`config.mk`:
```
export PLATFORM = sky130hd
export DESIGN_NAME = execute_mul_pipe
export DESIGN_NICKNAME = d
export VERILOG_FILES = /design/src/rtl/execute_mul_pipe_pkg.sv /design/src/rtl/execute_mul_core.sv /design/src/rtl/execute_mul_pipe.sv
export SDC_FILE = /design/constraint.sdc
export NUM_CORES = 2
export LEC_CHECK = 0
export CAP_MARGIN = 5
export CORE_MARGIN = 3
export CORE_UTILIZATION = 38
export DETAILED_ROUTE_END_ITERATION = 10
export DONT_BUFFER_PORTS = 1
export HOLD_SLACK_MARGIN = 0.06
export PLACE_DENSITY_LB_ADDON = 0.3
export SLEW_MARGIN = 20
export SYNTH_ARGS = -nofsm -noshare
export SYNTH_HDL_FRONTEND = slang
export SYNTH_HIERARCHICAL = 1
export SYNTH_SLANG_ARGS = --single-unit
```
`constraint.sdc`:
```
create_clock -name clk -period 11.57 [get_ports clk]
set_input_delay 0.5785 -clock clk [delete_from_list [all_inputs] [get_ports clk]]
set_output_delay 0.5785 -clock clk [all_outputs]
set_load 0.1 [all_outputs]
```
`src/rtl/execute_mul_pipe_pkg.sv`:
```
// execute_mul_pipe_pkg
//   Shared types and constants for the pipelined RV32M multiply execute unit.
//   Contents:
//     MUL_XLEN, MUL_PIPE_STAGES, MUL_PROD_W  - default width, depth, product width
//     mul_op_t                    - MUL / MULH / MULHSU / MULHU selector
//     issue_execute_pack_t        - op as delivered by the issue->mul FIFO
//     execute_wb_pack_t           - result pack handed to the writeback port
//     execute_feedback_channel_t  - wakeup/bypass channel
//     commit_feedback_pack_t      - commit-side flush request
//     mul_ctrl_t                  - per-stage control record (valid, op, pack)
//     mul_stage_t                 - last-stage view: control record plus product
package execute_mul_pipe_pkg;

  localparam int MUL_XLEN        = 32;
  localparam int MUL_PIPE_STAGES = 3;
  localparam int MUL_PROD_W      = 2 * MUL_XLEN + 2;
  localparam int ROB_ID_W        = 7;
  localparam int PHY_REG_ID_W    = 6;

  typedef enum logic [1:0] {
    MUL_OP_MUL    = 2'd0,
    MUL_OP_MULH   = 2'd1,
    MUL_OP_MULHSU = 2'd2,
    MUL_OP_MULHU  = 2'd3
  } mul_op_t;

  typedef struct packed {
    logic                    enable;
    logic                    valid;
    logic [ROB_ID_W-1:0]     rob_id;
    logic [31:0]             pc;
    logic [31:0]             inst;
    logic [PHY_REG_ID_W-1:0] rd_phy;
    logic                    rd_enable;
    logic                    need_rename;
    logic                    has_exception;
    logic [3:0]              exception_id;
    logic [31:0]             exception_value;
    mul_op_t                 op;
    logic [MUL_XLEN-1:0]     src1;
    logic [MUL_XLEN-1:0]     src2;
  } issue_execute_pack_t;

  typedef struct packed {
    logic                    enable;
    logic                    valid;
    logic [ROB_ID_W-1:0]     rob_id;
    logic [31:0]             pc;
    logic [31:0]             inst;
    logic [PHY_REG_ID_W-1:0] rd_phy;
    logic                    rd_enable;
    logic                    need_rename;
    logic [MUL_XLEN-1:0]     rd_value;
    logic                    has_exception;
    logic [3:0]              exception_id;
    logic [31:0]             exception_value;
    logic                    bru_jump;
    logic [31:0]             bru_next_pc;
    logic [31:0]             csr_newvalue;
    logic                    csr_newvalue_valid;
  } execute_wb_pack_t;

  typedef struct packed {
    logic                    enable;
    logic [PHY_REG_ID_W-1:0] phy_id;
    logic [MUL_XLEN-1:0]     value;
  } execute_feedback_channel_t;

  typedef struct packed {
    logic enable;
    logic flush;
  } commit_feedback_pack_t;

  typedef struct packed {
    logic             valid;
    mul_op_t          op;
    execute_wb_pack_t pack;
  } mul_ctrl_t;

  typedef struct packed {
    logic                  valid;
    mul_op_t               op;
    execute_wb_pack_t      pack;
    logic [MUL_PROD_W-1:0] partial;
  } mul_stage_t;

endpackage

```
`src/rtl/execute_mul_core.sv`:
```
// execute_mul_core
//   Purely arithmetic staged multiplier. Operands are extended to XLEN+1 bits
//   according to the op, split into two partial products in stage 0, summed
//   into the full (2*XLEN+2)-bit product entering stage 1, then carried to the
//   last stage. All registers move only when advance is high.
//   Ports:
//     clk, rst        clock, synchronous active-high reset
//     advance         shift the arithmetic pipeline by one stage
//     op, src1, src2  operation and operands entering stage 0
//     product         product of the op that sits in stage STAGES-1
module execute_mul_core
  import execute_mul_pipe_pkg::*;
#(
  parameter int XLEN   = MUL_XLEN,
  parameter int STAGES = MUL_PIPE_STAGES
) (
  input  logic              clk,
  input  logic              rst,
  input  logic              advance,
  input  mul_op_t           op,
  input  logic [XLEN-1:0]   src1,
  input  logic [XLEN-1:0]   src2,
  output logic [2*XLEN+1:0] product
);

  localparam int PROD_W = 2 * XLEN + 2;
  localparam int LO_W   = XLEN / 2;
  localparam int HI_W   = XLEN - LO_W;

  logic              a_sign;
  logic              b_sign;
  logic [PROD_W-1:0] a_wide;
  logic [PROD_W-1:0] b_lo_wide;
  logic [PROD_W-1:0] b_hi_wide;
  logic [PROD_W-1:0] pp_lo_new;
  logic [PROD_W-1:0] pp_hi_new;
  logic [PROD_W-1:0] pp_lo_d;
  logic [PROD_W-1:0] pp_hi_d;
  logic [PROD_W-1:0] pp_lo_q;
  logic [PROD_W-1:0] pp_hi_q;
  logic [PROD_W-1:0] pp_sum;

  // Operands are carried at full product width so the modular product equals
  // the signed product of the (XLEN+1)-bit extended values. src2 is split into
  // an unsigned low half and a sign-carrying high half.
  always_comb begin
    a_sign    = (op != MUL_OP_MULHU) && src1[XLEN-1];
    b_sign    = ((op == MUL_OP_MUL) || (op == MUL_OP_MULH)) && src2[XLEN-1];
    a_wide    = {{(PROD_W-XLEN){a_sign}}, src1};
    b_lo_wide = {{(PROD_W-LO_W){1'b0}}, src2[LO_W-1:0]};
    b_hi_wide = {{(PROD_W-HI_W){b_sign}}, src2[XLEN-1:LO_W]};
    pp_lo_new = a_wide * b_lo_wide;
    pp_hi_new = a_wide * b_hi_wide;
    pp_lo_d   = advance ? pp_lo_new : pp_lo_q;
    pp_hi_d   = advance ? pp_hi_new : pp_hi_q;
    pp_sum    = pp_lo_q + (pp_hi_q << LO_W);
  end

  always_ff @(posedge clk) begin
    if (rst) begin
      pp_lo_q <= '0;
      pp_hi_q <= '0;
    end else begin
      pp_lo_q <= pp_lo_d;
      pp_hi_q <= pp_hi_d;
    end
  end

  generate
    if (STAGES == 1) begin : g_single
      // Single-stage build: the sum is formed combinationally at the only stage.
      assign product = pp_sum;
    end else begin : g_multi
      logic [PROD_W-1:0] prod_q [1:STAGES-1];
      logic [PROD_W-1:0] prod_d [1:STAGES-1];

      always_comb begin
        prod_d = prod_q;
        if (advance) begin
          prod_d[1] = pp_sum;
          for (int i = 2; i < STAGES; i++) begin
            prod_d[i] = prod_q[i-1];
          end
        end
      end

      always_ff @(posedge clk) begin
        if (rst) begin
          for (int i = 1; i < STAGES; i++) begin
            prod_q[i] <= '0;
          end
        end else begin
          prod_q <= prod_d;
        end
      end

      assign product = prod_q[STAGES-1];
    end
  endgenerate

endmodule

```
`src/rtl/execute_mul_pipe.sv`:
```
// execute_mul_pipe
//   Pipelined RV32M multiply execute unit (MUL/MULH/MULHSU/MULHU) between the
//   issue->mul FIFO and the mul writeback port. Latency STAGES cycles from pop
//   to write, one op per cycle, whole-pipe stall on writeback back-pressure,
//   whole-pipe flush on a commit flush request.
//   Optional build macro: EXECUTE_MUL_EARLY_WAKEUP_EN adds mul_early_wakeup_pack,
//   a wakeup raised one cycle ahead of the regular feedback (needs STAGES >= 2).
//   Ports:
//     clk, rst                             clock, synchronous active-high reset
//     issue_mul_fifo_data_out[_valid]      FIFO head and its valid
//     issue_mul_fifo_pop                   pop FIFO head this cycle
//     mul_wb_port_data_in / _we / _flush   result pack, write strobe, flush
//     mul_wb_port_full                     writeback port cannot accept
//     mul_execute_channel_feedback_pack    result wakeup/bypass
//     commit_feedback_pack                 commit-side flush request
//     mul_early_wakeup_pack                (macro only) early wakeup, value 0
module execute_mul_pipe
  import execute_mul_pipe_pkg::*;
#(
  parameter int XLEN   = MUL_XLEN,
  parameter int STAGES = MUL_PIPE_STAGES
) (
  input  logic                      clk,
  input  logic                      rst,
  input  issue_execute_pack_t       issue_mul_fifo_data_out,
  input  logic                      issue_mul_fifo_data_out_valid,
  output logic                      issue_mul_fifo_pop,
  output execute_wb_pack_t          mul_wb_port_data_in,
  output logic                      mul_wb_port_we,
  output logic                      mul_wb_port_flush,
  input  logic                      mul_wb_port_full,
  output execute_feedback_channel_t mul_execute_channel_feedback_pack,
  input  commit_feedback_pack_t     commit_feedback_pack
`ifdef EXECUTE_MUL_EARLY_WAKEUP_EN
  ,
  output execute_feedback_channel_t mul_early_wakeup_pack
`endif
);

  localparam int PROD_W = 2 * XLEN + 2;
  localparam int LAST   = STAGES - 1;

  mul_ctrl_t         stage_q [STAGES];
  mul_ctrl_t         stage_d [STAGES];
  logic              flush_req;
  logic              stall;
  logic              pop;
  logic              we;
  logic [PROD_W-1:0] product;
  mul_stage_t        last_stage;
  logic [XLEN-1:0]   rd_value;
  logic              unused_prod_sign;

  // The pop and write strobes are held low while rst is high so nothing is
  // consumed from the FIFO or retired during reset.
  always_comb begin
    flush_req = commit_feedback_pack.enable && commit_feedback_pack.flush;
    stall     = stage_q[LAST].valid && mul_wb_port_full && !flush_req;
    pop       = !rst && issue_mul_fifo_data_out_valid && !stall && !flush_req;
    we        = !rst && stage_q[LAST].valid && !mul_wb_port_full && !flush_req;
  end

  assign issue_mul_fifo_pop = pop;
  assign mul_wb_port_we     = we;
  assign mul_wb_port_flush  = flush_req;

  always_comb begin
    stage_d = stage_q;
    if (flush_req) begin
      for (int i = 0; i < STAGES; i++) begin
        stage_d[i].valid = 1'b0;
      end
    end else if (!stall) begin
      for (int i = LAST; i > 0; i--) begin
        stage_d[i] = stage_q[i-1];
      end
      stage_d[0].valid                   = pop;
      stage_d[0].op                      = issue_mul_fifo_data_out.op;
      stage_d[0].pack                    = '0;
      stage_d[0].pack.enable             = issue_mul_fifo_data_out.enable;
      stage_d[0].pack.valid              = issue_mul_fifo_data_out.valid;
      stage_d[0].pack.rob_id             = issue_mul_fifo_data_out.rob_id;
      stage_d[0].pack.pc                 = issue_mul_fifo_data_out.pc;
      stage_d[0].pack.inst               = issue_mul_fifo_data_out.inst;
      stage_d[0].pack.rd_phy             = issue_mul_fifo_data_out.rd_phy;
      stage_d[0].pack.rd_enable          = issue_mul_fifo_data_out.rd_enable;
      stage_d[0].pack.need_rename        = issue_mul_fifo_data_out.need_rename;
      stage_d[0].pack.has_exception      = issue_mul_fifo_data_out.has_exception;
      stage_d[0].pack.exception_id       = issue_mul_fifo_data_out.exception_id;
      stage_d[0].pack.exception_value    = issue_mul_fifo_data_out.exception_value;
    end
  end

  always_ff @(posedge clk) begin
    if (rst) begin
      for (int i = 0; i < STAGES; i++) begin
        stage_q[i] <= '0;
      end
    end else begin
      stage_q <= stage_d;
    end
  end

  // The arithmetic pipeline shifts in lock-step with the control stages; its
  // stage-0 load of a non-popped head is harmless because valid stays 0.
  execute_mul_core #(
    .XLEN   (XLEN),
    .STAGES (STAGES)
  ) u_core (
    .clk     (clk),
    .rst     (rst),
    .advance (!stall),
    .op      (issue_mul_fifo_data_out.op),
    .src1    (issue_mul_fifo_data_out.src1),
    .src2    (issue_mul_fifo_data_out.src2),
    .product (product)
  );

  always_comb begin
    last_stage.valid   = stage_q[LAST].valid;
    last_stage.op      = stage_q[LAST].op;
    last_stage.pack    = stage_q[LAST].pack;
    last_stage.partial = product;

    unique case (last_stage.op)
      MUL_OP_MUL: rd_value = last_stage.partial[XLEN-1:0];
      default:    rd_value = last_stage.partial[2*XLEN-1:XLEN];
    endcase
    if (last_stage.pack.has_exception) begin
      rd_value = '0;
    end

    mul_wb_port_data_in          = last_stage.pack;
    mul_wb_port_data_in.rd_value = rd_value;

    mul_execute_channel_feedback_pack.enable = we
                                               && last_stage.pack.enable
                                               && last_stage.pack.valid
                                               && last_stage.pack.rd_enable
                                               && last_stage.pack.need_rename
                                               && !last_stage.pack.has_exception;
    mul_execute_channel_feedback_pack.phy_id = last_stage.pack.rd_phy;
    mul_execute_channel_feedback_pack.value  = rd_value;
  end

  // Top two product bits only matter for the signed extension inside the core.
  assign unused_prod_sign = ^product[PROD_W-1:2*XLEN];

`ifdef EXECUTE_MUL_EARLY_WAKEUP_EN
  generate
    if (STAGES >= 2) begin : g_early
      always_comb begin
        mul_early_wakeup_pack.enable = !rst && !stall && !flush_req
                                       && stage_q[STAGES-2].valid
                                       && stage_q[STAGES-2].pack.enable
                                       && stage_q[STAGES-2].pack.valid
                                       && stage_q[STAGES-2].pack.rd_enable
                                       && stage_q[STAGES-2].pack.need_rename
                                       && !stage_q[STAGES-2].pack.has_exception;
        mul_early_wakeup_pack.phy_id = stage_q[STAGES-2].pack.rd_phy;
        mul_early_wakeup_pack.value  = '0;
      end
    end else begin : g_no_early
      assign mul_early_wakeup_pack = '0;
    end
  endgenerate
`endif

endmodule

```
==> results.py <==
metrics = {
    "outcome": {
        "outcome": "complete, no violations",
    },
    "place": {
        "dpl.hpwl_mm": 125.6,
        "place.gp.congestion": 0.8467,
        "io_buffers": 0,
    },
    "cts": {
        "cts_sinks": 589,
        "root_buffer": "clkbuf_16",
        "clk_pin_slew_ns": 0.06,
        "clock_latency_ns": 0.65,
        "hold_buffers": 99,
        "ctsResizeCount": 0,
        "numCtsBuffers": 66,
        "clk_path_buf_depth": 3,
        "cts_tree": "built",
        "post_cts_buffers": 0,
        "cts_htree_levels": 3,
    },
    "sta": {
        "rsz0062_at_grt": "false",
        "finalSetupViolCount": 0,
        "final_max_slew_viol_count": 0,
        "timing_hold_violations_final": 0,
        "tns_ns": 0,
        "worst_pin_slew_ns": 1.176,
        "period_share_pct": 57.02,
        "final.setup_skew_ns": 0.02587,
        "max_clock_freq_ghz": 0.1516,
        "hold_slack_ns": 0.1159,
        "relSlewSlack_pct": 21.52,
        "layout_min_cycle_time_ns": 6.598,
    },
    "layout": {
        "final_common_cell": "inv_1",
        "postLayoutCoreUtil_pct": 40.26,
        "fillers": 16690,
        "area.growth.synth_to_final_pct": 5.041,
        "drive_above_1_share_pct": 3.684,
        "final_cell_mix": "inv_1 (1275), fa_1 (1034), nand2_1 (821)",
        "fin_nets": 8297,
    },
    "logic_synthesis": {
        "synth_cells": 7191,
        "postSynthAreaPerCell_um2": 9.053,
        "ys_warn_count": 6,
        "syn_area_mm2": 0.06510,
    },
    "routing": {
        "dr.pass1.iters": 5,
        "ant_nets": 0,
        "drt_iter0_markers": 2757,
        "via_count": 44630,
        "drt_wl_total_mm": 170.5,
        "via_per_inst": 4.922,
        "wl_per_cell_um": 18.81,
        "drc_errors": 0,
    },
    "critical_path": {
        "ff2ff_path_depth": 13,
        "worstSetupStartpointType": "input pin",
        "critPathKind": "input pin to flop",
        "slowest_stage": "fa_1",
        "worstPathRequired_ns": 12.09,
        "path_cells": "a21boi_2 > nand2_1 > fa_1 > inv_1 > fa_1 > fa_1 > fa_1 > fa_1 > fa_1 > ha_1 > a21o_1 > a21o_1 > a21o_1 > a21oi_1 > nor2b_1 > a311oi_1 > o41ai_2 > a31oi_1 > xor2_1 > o21ai_0",
        "critPathMaxStageDelay_ns": 0.76,
        "crit-reg2reg-launch": "u_core/pp_lo_q[16]",
        "end_kind": "flop",
        "critPathMaxFanout": 34,
        "worst_path_most_repeated_cell": "fa_1",
        "critical_path_buf_inv_count": 1,
        "r2r_end": "u_core/g_multi.prod_q[122]",
        "crit_family": "adder cells",
        "ff2ff_setup_slack_ns": 8.04,
        "cp.arrival_ns": 7.12,
    },
    "grt": {
        "grt_max_degree": 604,
        "grt_antenna_before_repair": 7,
        "grt_pass1_vias": 46930,
        "grt.overflow.total": 0,
        "grt_pass1_wl_mm": 268.3,
        "gr-usage-all-layers_pct": 19.28,
    },
    "hold_path": {
        "worstHoldStart": "issue_mul_fifo_data_out[79]",
        "hold_end": "stage_q[517]",
        "min_path_type": "input pin to flop",
        "holdPathStages": 2,
    },
    "die": {
        "dieArea_mm2": 0.1763,
        "num_rows": 151,
        "die_x_um": 419.9,
        "initial_core_util_pct": 38.33,
        "die_h_um": 419.9,
        "ioPinCount": 448,
        "core-area_mm2": 0.1698,
    },
    "run": {
        "cap_viol_max_count": 0,
    },
}
==> metrics by stage <==
| stage | worst slack [ns] | cells | cell area (um^2) |
|---|---|---|---|
| 6_report | 4.972 | 9067 | 68380 |
| 5_1_grt | 4.655 | 9061 | 68370 |
| 4_1_cts | 5.083 | 9059 | 68360 |
| 3_5_place_dp | 4.379 | 8842 | 65110 |
| 3_3_place_gp | 4.482 | 8842 | 65110 |
| 2_1_floorplan | 4.985 | 7256 | 65350 |
==> cell type report <==
cell class | count | area (um^2) | area share [%]
tap | 2218 | 2775 | 4.058
inverter | 1275 | 4786 | 6.999
clock buffer | 92 | 1901 | 2.779
timing repair buffer | 155 | 1459 | 2.133
multi-input combinational | 4704 | 45300 | 66.24
clock inverter | 26 | 340.3 | 0.4977
antenna | 8 | 20.02 | 0.02928
sequential | 589 | 11810 | 17.26
==> sequential cells by signal, summed over array words and instances, names as in the netlist <==
register                           cells
last_stage                             3
u_core/pp_hi_q                        48
u_core/g_multi.prod_q                 64
stage_q                              242
mul_execute_channel_feedback_pack      6
u_core/pp_lo_q                        50
mul_wb_port_data_in                  112
u_core/product                        64
==> worst max path at each step <==
stage                                startpoint                 end  depth (start not counted)
finish              issue_mul_fifo_data_out[63]  u_core/pp_hi_q[47]                         20
global route        issue_mul_fifo_data_out[63]  u_core/pp_hi_q[47]                         20
CTS                 issue_mul_fifo_data_out[63]  u_core/pp_hi_q[47]                         20
detailed placement  issue_mul_fifo_data_out[63]  u_core/pp_hi_q[47]                         20
global placement    issue_mul_fifo_data_out[63]  u_core/pp_hi_q[47]                         20
floorplan           issue_mul_fifo_data_out[63]  u_core/pp_hi_q[47]                         21
==> metal layers <==
metal  global-route usage (%)  up-vias  wire length (um)
met5                        0        -                32
met4                    4.321        4              3080
met3                    5.072      207             14130
met2                    31.28     1254             77650
met1                    25.74    22440             75620
li1                         -    20720                 -
Power is not shown: default switching activity piles up to over one toggle a cycle in this logic, so the estimate is an artifact.
